`config.mk`:
```
export PLATFORM = sky130hd
export DESIGN_NAME = fetch_sequencer
export DESIGN_NICKNAME = d
export VERILOG_FILES = /design/src/rtl/fetch_sequencer.sv
export SDC_FILE = /design/constraint.sdc
export NUM_CORES = 1
export LEC_CHECK = 0
export BUFFER_PORTS_ARGS = -buffer_cell sky130_fd_sc_hd__buf_4
export CAP_MARGIN = 25
export CORE_MARGIN = 3
export CORE_UTILIZATION = 26
export DETAILED_ROUTE_END_ITERATION = 6
export GPL_ROUTABILITY_DRIVEN = 0
export HOLD_SLACK_MARGIN = 0.02
export SETUP_SLACK_MARGIN = 0.5
export SYNTH_ARGS = -nofsm -noshare
export SYNTH_HDL_FRONTEND = slang
export SYNTH_SLANG_ARGS = --single-unit
```
`constraint.sdc`:
```
create_clock -name clk -period 3.3 [get_ports clk]
set_clock_uncertainty 0.2 [all_clocks]
set_input_delay 0.495 -clock clk [delete_from_list [all_inputs] [get_ports clk]]
set_output_delay 0.495 -clock clk [all_outputs]
set_load 0.02 [all_outputs]
```
`src/rtl/fetch_sequencer.sv`:
```
// fetch_sequencer
//   Owns the fetch PC, issues reads to a 1-cycle synchronous instruction
//   memory and buffers returned words in a 2-entry queue presented to decode
//   over valid/ready. Redirects flush the queue and reload the PC; illegal
//   targets or a PC leaving the memory window park the block in FAULT.
module fetch_sequencer #(
    parameter logic [31:0] BASE_ADDR = 32'h0100_0000,
    parameter int          MEM_WORDS = 1024
) (
    input  logic        clk,
    input  logic        reset,
    output logic        imem_read_enable,
    output logic [31:0] imem_address,
    input  logic [31:0] imem_instruction,
    input  logic        redirect_valid,
    input  logic [31:0] redirect_pc,
    output logic        out_valid,
    input  logic        out_ready,
    output logic [31:0] out_pc,
    output logic [31:0] out_instr,
    output logic        fault
);

    // First byte past the end of instruction memory.
    localparam logic [31:0] SPAN     = 32'(MEM_WORDS) << 2;
    localparam logic [31:0] TOP_ADDR = BASE_ADDR + SPAN;

    typedef enum logic {S_RUN = 1'b0, S_FAULT = 1'b1} state_t;

    typedef struct packed {
        logic [31:0] pc;
        logic [31:0] instr;
    } entry_t;

    state_t      state, state_nxt;
    logic [31:0] pc;
    logic        armed;        // low for the first cycle after reset so reset outputs are visible
    logic        inflight;     // a read was issued last cycle; its data is on imem_instruction now
    logic [31:0] inflight_pc;
    logic        kill;         // suppresses the return slot right after a redirect
    entry_t      q0, q1;       // q0 is the head presented to decode
    logic [1:0]  count;

    logic        pop, push, issue, pc_ok, target_ok, has_room;
    entry_t      ret;

    // Unsigned window check; 32-bit modulo PC means a wrap lands outside it.
    function automatic logic in_range(input logic [31:0] a);
        return (a >= BASE_ADDR) && (a < TOP_ADDR);
    endfunction

    assign pc_ok     = in_range(pc);
    assign target_ok = in_range(redirect_pc) && (redirect_pc[1:0] == 2'b00);

    assign out_valid = (count != 2'd0);
    assign out_pc    = q0.pc;
    assign out_instr = q0.instr;

    assign pop  = out_valid && out_ready;
    // A redirect in the cycle the data returns already drops it; kill covers
    // the slot after the redirect so nothing issued earlier can sneak in.
    assign push = inflight && !kill;
    assign ret  = '{pc: inflight_pc, instr: imem_instruction};

    // Issue only if the word returning next cycle is guaranteed a free slot.
    assign has_room = ({1'b0, count} + {2'b00, inflight}) < (3'd2 + {2'b00, pop});

    assign issue = armed && !reset && !redirect_valid && (state == S_RUN)
                   && pc_ok && has_room;

    // State register.
    always_ff @(posedge clk) begin
        if (reset) state <= S_RUN;
        else       state <= state_nxt;
    end

    // Next state: redirect decides legality; otherwise a PC outside the window faults.
    always_comb begin
        state_nxt = state;
        if (redirect_valid)
            state_nxt = target_ok ? S_RUN : S_FAULT;
        else if ((state == S_RUN) && !pc_ok)
            state_nxt = S_FAULT;
    end

    // Outputs: read strobe/address and the sticky fault flag.
    always_comb begin
        imem_read_enable = issue;
        imem_address     = issue ? {pc[31:2], 2'b00} : 32'h0;
        fault            = (state == S_FAULT);
    end

    // PC, issue tracking and kill.
    always_ff @(posedge clk) begin
        if (reset) begin
            pc          <= BASE_ADDR;
            armed       <= 1'b0;
            inflight    <= 1'b0;
            inflight_pc <= 32'h0;
            kill        <= 1'b0;
        end else begin
            armed    <= 1'b1;
            inflight <= issue;
            kill     <= redirect_valid;
            if (issue)
                inflight_pc <= pc;
            if (redirect_valid)
                pc <= redirect_pc;
            else if (issue)
                pc <= pc + 32'd4;
        end
    end

    // Two-entry queue: shift on pop, write at the tail on push; redirect flushes.
    always_ff @(posedge clk) begin
        if (reset) begin
            q0    <= '0;
            q1    <= '0;
            count <= 2'd0;
        end else if (redirect_valid) begin
            count <= 2'd0;
        end else begin
            case ({push, pop})
                2'b10: begin
                    if (count == 2'd0) q0 <= ret;
                    else               q1 <= ret;
                    count <= count + 2'd1;
                end
                2'b01: begin
                    q0    <= q1;
                    count <= count - 2'd1;
                end
                2'b11: begin
                    if (count == 2'd1) begin
                        q0 <= ret;
                    end else begin
                        q0 <= q1;
                        q1 <= ret;
                    end
                end
                default: ;
            endcase
        end
    end

endmodule
```
Word-level counts from Yosys, hierarchy flattened
Cells that the tools add are included.
W data, S select, Z words.
{ "classes": {"n_eq_ne": 7, "multipliers": 0, "n_lt_le_gt_ge": 5, "n_div": 0, "n_addsub": 5, "n_mux": 14, "shifts": 0, "bitwise": 2, "n_reduce_logical": 26} }
{ "ops": {"columns": ["operator", "n"], "rows": [
  ["$mux W64", 4],
  ["$pmux W64 S3", 1],
  ["$pmux W64 S2", 1],
  ["$mux W32", 3],
  ["$ge A32 B25 Y1 const B", 2],
  ["$lt A32 B25 Y1 const B", 2],
  ["$add A32 B3 Y32 const B", 1],
  ["$logic_and A1 B1 Y1", 11],
  ["$reduce_bool A2 Y1", 5],
  ["$ne A2 B2 Y1 const B", 3],
  ["$eq A2 B1 Y1 const B", 2],
  ["$eq A2 B2 Y1 const B", 2],
  ["$logic_not A1 Y1", 4],
  ["$logic_not A2 Y1", 2],
  ["$mux W1", 4],
  ["$pmux W2 S2", 1],
  ["$reduce_and A4 Y1", 1],
  ["$add A2 B1 Y3", 1],
  ["$add A2 B1 Y3 const A", 1],
  ["$lt A3 B3 Y1", 1],
  ["$reduce_and A3 Y1", 1],
  ["$reduce_bool A3 Y1", 1],
  ["$add A2 B1 Y2 const B", 1],
  ["$not A1 Y1", 2],
  ["other kinds (2)", 2]
]} }
{ "totals": {"ramBits": 0, "latchBits": 0, "register_bits": 198, "mem_bits_ro": 0, "mem_count": 0, "input_bits": 68, "out_inout_bits": 99} }

Longest topological paths before layout
Gate-level depths: netlist of run 1.
{ "depth": {"ltp_word": 8, "mapped_depth": 12, "depth_no_buf": 10} }

Least setup slack after synthesis of run 1
No wires, ideal clock.
{ "synth_path": {"path_kind": "reg2out", "from": "register count[0]", "to": "output port imem_address[24]", "path_buffers": 1, "path_stages_with_launch": 7, "setup_slack_ps": 307, "arrival_ps": 2298, "cell_sequence": "dfxtp_1 > inv_1 > ha_1 > or3b_2 > a211o_1 > clkbuf_1 > nor4_1"} }
{ "synth_between": {"elab_chain_len": 6, "word_cells_on_any_way": 7} }
{ "synth_rtl": {"columns": ["element", "line", "text"], "rows": [
  ["from (decl)", "42", "logic [1:0] count;"],
  ["from (signal assigned)", "127", "count <= count + 2'd1;"],
  ["from (signal assigned)", "131", "count <= count - 2'd1;"],
  ["$reduce_bool A2 Y1", "55", "assign out_valid = (count != 2'd0);"],
  ["$logic_and A1 B1 Y1", "59", "assign pop = out_valid && out_ready;"],
  ["$add A2 B1 Y3", "66", "assign has_room = ({1'b0, count} + {2'b00, inflight}) < (3'd2 + {2'b00, pop});"],
  ["$lt A3 B3 Y1 (*)", "66", null],
  ["$logic_and A1 B1 Y1 (*)", "69", "&& pc_ok && has_room;"],
  ["$mux W32 (*)", "89", "imem_address = issue ? {pc[31:2], 2'b00} : 32'h0;"],
  ["to (decl)", "13", "output logic [31:0] imem_address,"]
]} }
Mark *: on every way between the ends. The rest lies on a longest branch, timed or not.

Worst setup path in the final report of run 1
{ "layout_path": {"from": "register count[0]", "to": "output port imem_address[3]"} }
The elaborated chain is that of the path after synthesis.

==> results of run 1 <==
## metal layers
layer	global-route usage (%)	vias up
met3	3.83	15
met4	2.89	0
li1	-	3436
met5	0	-
met2	20.8	171
met1	17.6	3190
## cells in the mapped netlist (all sizes together), types with 3 or more instances
master / count / share of area (%)
nand3: 8 / 0.50
a211oi: 69 / 6.5
clkbuf: 66 / 3.1
nor3: 6 / 0.38
ha: 10 / 1.6
nor4: 11 / 0.94
inv: 8 / 0.38
nor2b: 5 / 0.39
nor2: 95 / 4.5
and3: 4 / 0.31
nand2: 139 / 6.5
a22oi: 64 / 6.0
nor4b: 3 / 0.33
and2: 29 / 2.3
o31ai: 13 / 1.2
o21ai: 7 / 0.44
a21oi: 76 / 4.8
buf: 35 / 2.7
a311oi: 9 / 0.99
dfxtp: 198 / 50
nand4: 17 / 1.3
mux2i: 21 / 2.6
## state kept, by name, summed over array words and instances (netlist names)
signal / flops
kill: 1
q1: 64
armed: 1
fault: 1
pc: 32
inflight: 1
out_pc: 32
out_instr: 32
inflight_pc: 32
count: 2
## per-stage QoR
step,setup slack [ns],hold slack (ns),total power (uW),area [sq um],util (%)
floorplan,0.532,0.233,2670,8090,-
global placement,0.486,0.241,2780,9440,31.5
detailed placement,0.420,0.246,2780,9440,31.5
CTS,0.0362,0.0521,4910,10200,34.1
global route,-0.0604,0.0780,5030,10300,34.3
finish,0.0504,0.0856,4820,10300,34.3
## final cells by class
cell class | count | area (sq um)
clock buffer | 18 | 439
clock inverter | 14 | 159
fill | 3078 | 19700
inverter | 9 | 33.8
multi-input combinational | 631 | 3720
sequential | 198 | 3970
tap | 390 | 488
timing repair buffer | 174 | 1470
## layout by cell type (no fill, tap or decap), types with 6 or more instances in the layout
cell         n
a311oi_1     9
a211oi_1    67
dfxtp_1    195
nor3_1       6
inv_1        8
nand2_1    138
and2_1      19
o31ai_1     13
nand3_1      8
ha_1         8
nor4_1       9
nor2_1      95
mux2i_1     21
o21ai_0      7
buf_4      151
buf_6       15
nand4_1     17
clkbuf_16   17
conb_1      21
a22oi_1     64
a21oi_1     76
## power breakdown
group	switching, uW	leakage [uW]	internal (uW)	total [uW]
Sequential	27.4	0.00160	2410	2440
Clock	1040	0.000288	1040	2080
Combinational	174	0.00185	125	299
Total	1240	0.00375	3580	4820
## repair_timing
action,CTS,global route
gates resized for setup,31,12
setup endpoints to repair,12,101
setup buffers,4,1
cloned,2,0
pin swaps,0,1
## worst max-delay path by stage
stage	from	to	slack [ns]	depth (start not counted)
3_5_place_dp	count[0]	imem_address[7]	0.42	8
6_report	count[0]	imem_address[3]	0.05	8
5_1_grt	count[0]	imem_address[8]	-0.06	8
2_1_floorplan	count[0]	imem_address[10]	0.53	7
3_3_place_gp	count[0]	imem_address[4]	0.49	8
4_1_cts	count[0]	imem_address[7]	0.04	8
## cell families (layout without fill, tap and decap cells)
logic type | Yosys count | in the layout
simple gates | 326 | 326
other cells | 1 | 21
buf+inv | 110 | 215
mux | 22 | 22
xor+xnor | 2 | 2
compound gates | 250 | 250
flops | 198 | 198
fa+ha+maj | 10 | 10
## worst max-delay path: stages, from the launching register on
cell     delay (ns)
dfxtp_4        0.36
ha_4           0.16
ha_4           0.15
or4b_4         0.48
a211o_4        0.29
nor4_4         0.19
buf_4          0.22
and2_2         0.16
buf_6          0.11
==> metrics.txt, run 1 <==
status completed; Post-Synth Simple-Gate Area 18.4%; first-pass GRT wire length 35,200 microns; CP required 2.60 ns; Post-synth EDFFs 0; area share of fa/ha/maj cells after synthesis 1.57%; reg2reg start count[0]; Main synth FF type dfxtp_1; register area share after synthesis 49.6%; Synth Cell Area 7990 sq um; post-synthesis mux area share 2.77%; Root Driver clkbuf_16; Max Clk Rate 308 MHz; HP Class in2reg; Yosys cell types 46; fin. max-slew vios 0; Mapped Cells 919; clk buf depth 2; CP Launch Type register; vias per std cell 4.75; Die ar. 32,900 sq um; PD cells 469 nW/um^2; total iterations of the first detailed-routing run 5; Hold Vio Cnt, Final 0; Synth Area in Compound Gates 21.2%; Non-Filler Instances 1,434; Remaining Overflow, GRT 0; Clock Sinks 198; Reg2Reg Depth 9; endpoint class of the critical path output pin; num rows 63; Core ar. 30,000 sq um; largest net degree at the start of global routing 92; FF-to-FF setup slack 0.73 ns; number of global-route vias before repair 6,366; period utilization 98.5%; Max-slew headroom 33.2%; Routed WL per cell 15.4 microns; Syn-to-layout area delta 28.7%; Worst-Margin Slew 1.00 ns; ANT cells 0; M1 WL 10,200 microns; Die Wd 181 microns; dpl cells 1,395; met2 routed WL 10,400 microns; R2R Path End inflight_pc[12]; hold-critical path endpoint pc[4]; Yosys reg bits 198; GR Util All Layers 13.1%; total CTS buffers 17; Pleak 0.00375 uW; DR top layer met4; Clock Latency Late Sink 0.44 ns; min Tclk post-route 3.25 ns; Ports 167; chip height 181 microns; Max VDD drop 0.291 mV; Clock transition at path regs 0.08 ns; worst path arrival time 2.55 ns; hold_sp redirect_pc[4]; layout cells sized above 1 22.4%; Max-Cap Viols 0; Post-Syn Area per Cell 8.69 sq um; Remaining DRCs 0; I/O Buffers 145; routed via count 6,812; HPWL after DPL 14,300 microns; met3 WL 1380 microns; Post-Synth XOR/XNOR Area 0.219%; # nets final 1,109; largest family of logic cells by synthesized area compound AO/OA/AOI/OAI gates; Detail Route Antenna Nets 0; Worst Path Class, Setup reg2out; fraction of registers with async set or reset after synthesis 0%; setup TNS 0 ns; CTS Hold Buffers Added 0; CTS H-tree lvls 4; final setup fails 0; CTS tree yes; largest fanout on the critical path 6; Yosys Warn Count 0; initial DRC count 431; routed wire length 22,100 microns; Worst Hold Depth 3; Starting Density 26.7%; setup repair after global routing missed its margin yes; initial antenna violation count 0
Power figures use the tool's default switching activity.
==> run 2, diff against run 1 <==
==> constraint.sdc (replaced) <==
create_clock -name clk -period 3.4 [get_ports clk]
set_clock_uncertainty 0.2 [all_clocks]
set_input_delay 0.51 -clock clk [delete_from_list [all_inputs] [get_ports clk]]
set_output_delay 0.51 -clock clk [all_outputs]
set_load 0.02 [all_outputs]
==> run 2 against run 1 <==
Effect of this change: sequential power decreased by 3%; routed wire length up 0.82%; register-to-register slack improved by 0.04 ns; via count down 0.75%; clock-buffer cell count is 1 higher; core utilization down 0.35 points; clock power barely moved; total power down 1.3%; first-iteration DRC count is 19% higher; sequential cell count unchanged; critical endpoint is now imem_address[10]; largest cell class unchanged.
==> metrics.txt, run 2 (same netlist as run 1, synthesis figures left out) <==
status completed; routed via count 6,761; Root Driver clkbuf_16; PD cells 467 nW/um^2; Die ar. 32,900 sq um; final setup fails 0; min Tclk post-route 3.30 ns; CP max stage delay 0.48 ns; Reg2Reg Depth 11; Worst-Margin Slew 0.744 ns; max reg flops 64; Die Wd 181 microns; Critical Path Sink imem_address[10]; Max Clk Rate 303 MHz; setup ws final 0.100 ns; Starting Density 26.7%; I/O Buffers 145; Clock transition at path regs 0.08 ns; first-pass GRT wire length 35,900 microns; CTS tree yes; CP required 2.69 ns; Remaining DRCs 0; Flop pwr share 49.8%; largest fanout on the critical path 6; endpoint class of the critical path output pin; reg2reg start count[0]; largest register by flop count q1; num rows 63; CP bufs+invs 3; FF-to-FF setup slack 0.77 ns; Max-Cap Viols 0; total CTS buffers 17; clk buf depth 2; setup TNS 0 ns; number of global-route vias before repair 6,395; Ports 167; WP depth 9; Syn-to-layout area delta 27.3%; largest net degree at the start of global routing 77; HP Class in2reg; routed wire length 22,300 microns; period utilization 97.1%; Clock Sinks 198; Clock Latency Late Sink 0.43 ns; switching share of power 24.1%; GR Util All Layers 13.3%; Comb power frac 5.9%; fin. max-slew vios 0; initial DRC count 514; Worst Path Class, Setup reg2out; setup repair after global routing missed its margin yes; Detail Route Antenna Nets 0; clock power share 44.2%; total iterations of the first detailed-routing run 5; CP startpoint count[0]; chip height 181 microns; internal power 3610 uW; CP max stage cell or4b_4; commonest non-fill, non-tap cell in the layout dfxtp_1; hold_sp redirect_pc[24]; # nets final 1,103; HPWL after DPL 13,700 microns; Remaining Overflow, GRT 0; CP cell instances ha_4 -> ha_4 -> or4b_4 -> a211o_1 -> nor4_4 -> buf_4 -> buf_6 -> and2_1 -> buf_4; most frequent cells in the layout dfxtp_1, buf_4, nand2_1; Core ar. 30,000 sq um; CP Launch Type register; Routed WL per cell 15.6 microns; CTS Hold Buffers Added 0; ANT cells 0; worst path arrival time 2.59 ns; Psw 1140 uW; Pleak 0.00370 uW; Hold Vio Cnt, Final 0; vias per std cell 4.73; initial antenna violation count 0; pre-CTS setup slack 0.536 ns; Max-slew headroom 50.4%; layout cells sized above 1 21.3%; CTS H-tree lvls 4; kind of cell adding the most delay to the critical path simple AND/OR/NAND/NOR gates; Max VDD drop 0.328 mV; R2R Path End out_instr[31]
==> run 2: worst min-delay path by stage <==
| stage | to | slack (ns) | cells past startpoint |
|---|---|---|---|
| floorplan | pc[24] | 0.23 | 2 |
| global placement | q1[30] | 0.24 | 2 |
| detailed placement | q1[47] | 0.25 | 2 |
| CTS | pc[4] | 0.08 | 3 |
| global route | pc[23] | 0.10 | 3 |
| finish | pc[24] | 0.11 | 3 |
==> run 2: per-stage QoR <==
step	instances	power, uW	util [%]	hold slack (ns)	instance area [sq um]
final	1428	4760	34.0	0.106	10200
after CTS	1426	4830	33.7	0.0797	10100
after detailed placement	1389	2700	31.4	0.246	9410
after floorplan	939	2590	-	0.233	8070
after global routing	1428	4970	34.0	0.101	10200
after global placement	1389	2700	31.4	0.241	9410
==> run 2: per-layer routing <==
layer / GRT usage (%) / routed length [microns] / share of wire [%] / vias up
li1: - / - / - / 3446
met3: 3.58 / 1200 / 5.4 / 20
met4: 3.35 / 329 / 1.5 / 0
met2: 20.8 / 10200 / 46 / 158
met1: 18.4 / 10600 / 48 / 3137
met5: 0 / 0 / 0 / -
==> run 2: final cells by class <==
type	instances	area (sq um)
timing repair buffer	168	1370
fill	3069	19800
clock buffer	19	453
clock inverter	13	159
sequential	198	3970
multi-input combinational	631	3710
inverter	9	33.8
tap	390	488
==> run 2: tightest hold or removal path, stage by stage <==
cell	delay [ns]
buf_4	0.08
mux2i_1	0.06
nand2_1	0.06
==> run 2: power groups by stage <==
stage | clock (uW) | combinational (uW) | sequential, uW
after floorplan | 0 | 177 | 2420
after global placement | 0 | 274 | 2430
after detailed placement | 0 | 276 | 2430
after CTS | 2180 | 280 | 2370
after global routing | 2280 | 311 | 2370
final | 2100 | 282 | 2370
==> run 2: what timing repair did <==
action | in CTS | in global routing
setup buffers | 4 | 2
setup endpoints to repair | 12 | 24
gates cloned | 1 | 0
gates resized for setup | 12 | 16
==> run 3, diff against run 2 <==
--- a/config.mk
+++ b/config.mk
@@ -12,7 +12,6 @@
 export DETAILED_ROUTE_END_ITERATION = 6
 export GPL_ROUTABILITY_DRIVEN = 0
 export HOLD_SLACK_MARGIN = 0.02
-export SETUP_SLACK_MARGIN = 0.5
 export SYNTH_ARGS = -nofsm -noshare
 export SYNTH_HDL_FRONTEND = slang
 export SYNTH_SLANG_ARGS = --single-unit
==> run 3 against run 2 <==
Effect of this change: clock-buffer cell count rose by 1; sequential power barely moved; setup slack improved by 0.032 ns; highest routed layer unchanged; die area did not move; clock power fell by 6%; hold slack got worse by 0.010 ns; register-to-register slack got worse by 0.20 ns; via count rose by 0.95%; routed wire length fell by 3.0%; critical endpoint is now imem_address[3]; global-route usage fell by 0.45 points.
==> metrics.txt, run 3 (same netlist as run 1, synthesis figures left out) <==
status completed; GRT met3 Usage 2.82%; hold-critical path endpoint pc[4]; Max VDD drop 0.353 mV; final non-filler cell area 10,100 sq um; hold_sp redirect_pc[4]; reg2reg start count[1]; CTS tree yes; CP max stage delay 0.49 ns; Post-DP Area 9410 sq um; setup ws final 0.132 ns; Hold Vio Cnt, Final 0; num rows 63; Max Clk Rate 306 MHz; Non-Filler Instances 1,429; routed wire length 21,700 microns; Starting Density 26.7%; number of global-route vias before repair 6,451; initial DRC count 447; largest fanout on the critical path 6; CP cell instances ha_4 -> ha_4 -> or4b_4 -> a211o_4 -> nor4_4 -> buf_4 -> and2_1 -> buf_4; GR Util All Layers 12.9%; HPWL after DPL 13,400 microns; Routed WL per cell 15.2 microns; worst path arrival time 2.56 ns; max reg flops 64; # nets final 1,104; period utilization 96.1%; Worst Hold Depth 3; Pleak 0.00366 uW; Remaining DRCs 0; HP Class in2reg; CP max stage cell or4b_4; first-pass GRT wire length 34,900 microns; PD cells 459 nW/um^2; Remaining Overflow, GRT 0; Max-slew headroom 48.4%; vias per std cell 4.78; initial antenna violation count 0; final setup fails 0; Syn-to-layout area delta 26.3%; largest net degree at the start of global routing 71; routed via count 6,825; I/O Buffers 145; dpl cells 1,390; commonest non-fill, non-tap cell in the layout dfxtp_1; layout cells sized above 1 21.1%; CP Launch Type register; Die Wd 181 microns; CP required 2.69 ns; Max-Cap Viols 0; M2 GR Usage 21.4%; endpoint class of the critical path output pin; fin. max-slew vios 0; chip height 181 microns; fill count 3,109; total CTS buffers 17; Hold WS 0.0963 ns; Clock Sinks 198; Reg2Reg Depth 11; Clock Latency Late Sink 0.43 ns; clk buf depth 2; ANT cells 0; total iterations of the first detailed-routing run 4; Core ar. 30,000 sq um; Die ar. 32,900 sq um; met1 usage 16.9%; pre-CTS setup slack 0.380 ns; Clock transition at path regs 0.09 ns; Detail Route Antenna Nets 0; FF-to-FF setup slack 0.57 ns; Worst-Margin Slew 0.774 ns; R2R Path End q1[51]; Worst Path Class, Setup reg2out; Root Driver clkbuf_16; most frequent cells in the layout dfxtp_1, buf_4, nand2_1; largest register by flop count q1; most used routing layer met2; CTS H-tree lvls 4; power consumption 4630 uW; Ports 167; setup repair after global routing missed its margin yes; min Tclk post-route 3.27 ns
run 3: area by class of cell:
| class | instances | area [sq um] | share of cell area, % |
|---|---|---|---|
| inverters | 9 | 33.8 | 0.335 |
| multi-input cells | 631 | 3690 | 36.6 |
| well taps | 390 | 488 | 4.84 |
| clock inverters | 12 | 109 | 1.08 |
| repair buffers | 169 | 1340 | 13.3 |
| clock buffers | 20 | 457 | 4.53 |
| flip-flops and latches | 198 | 3970 | 39.3 |
run 3: critical path, delay by kind of cell (launching register included):
kind,cells,cell delay (ns)
AND/OR/NAND/NOR,3,0.78
AO/OA/AOI/OAI,1,0.37
flip-flops,1,0.35
buffers and inverters,2,0.32
adder cells (fa/ha/maj),2,0.30
run 3: how the worst max path moves through the flow:
stage / startpoint / end / cells after the start
global placement: count[0] / imem_address[8] / 8
detailed placement: count[0] / imem_address[2] / 8
finish: inflight / imem_address[3] / 8
global route: count[0] / imem_address[7] / 8
floorplan: count[0] / imem_address[24] / 6
CTS: inflight / imem_address[2] / 8
run 3: report_power, final:
part | internal (uW) | switching, uW
registers | 2340 | 25.9
logic | 116 | 165
clock network | 1010 | 975
total | 3470 | 1170
run 3: repair_timing:
item	4_1_cts	5_1_grt
hold buffers	0	0
buffers inserted	0	6
gates resized for setup	3	15
gates cloned	0	1
pin swaps	0	1
setup endpoints to repair	10	11
run 3: routing by layer:
metal	wire length, microns	up-vias
met5	0	-
met4	273	0
met3	934	15
met2	10500	148
met1	9980	3222
li1	-	3440
run 3: through the flow:
step           setup TNS [ns]  util [%]
2_1_floorplan               0         -
3_3_place_gp                0      31.4
3_5_place_dp                0      31.4
4_1_cts                     0      33.3
5_1_grt               -0.0632      33.7
6_report                    0      33.7
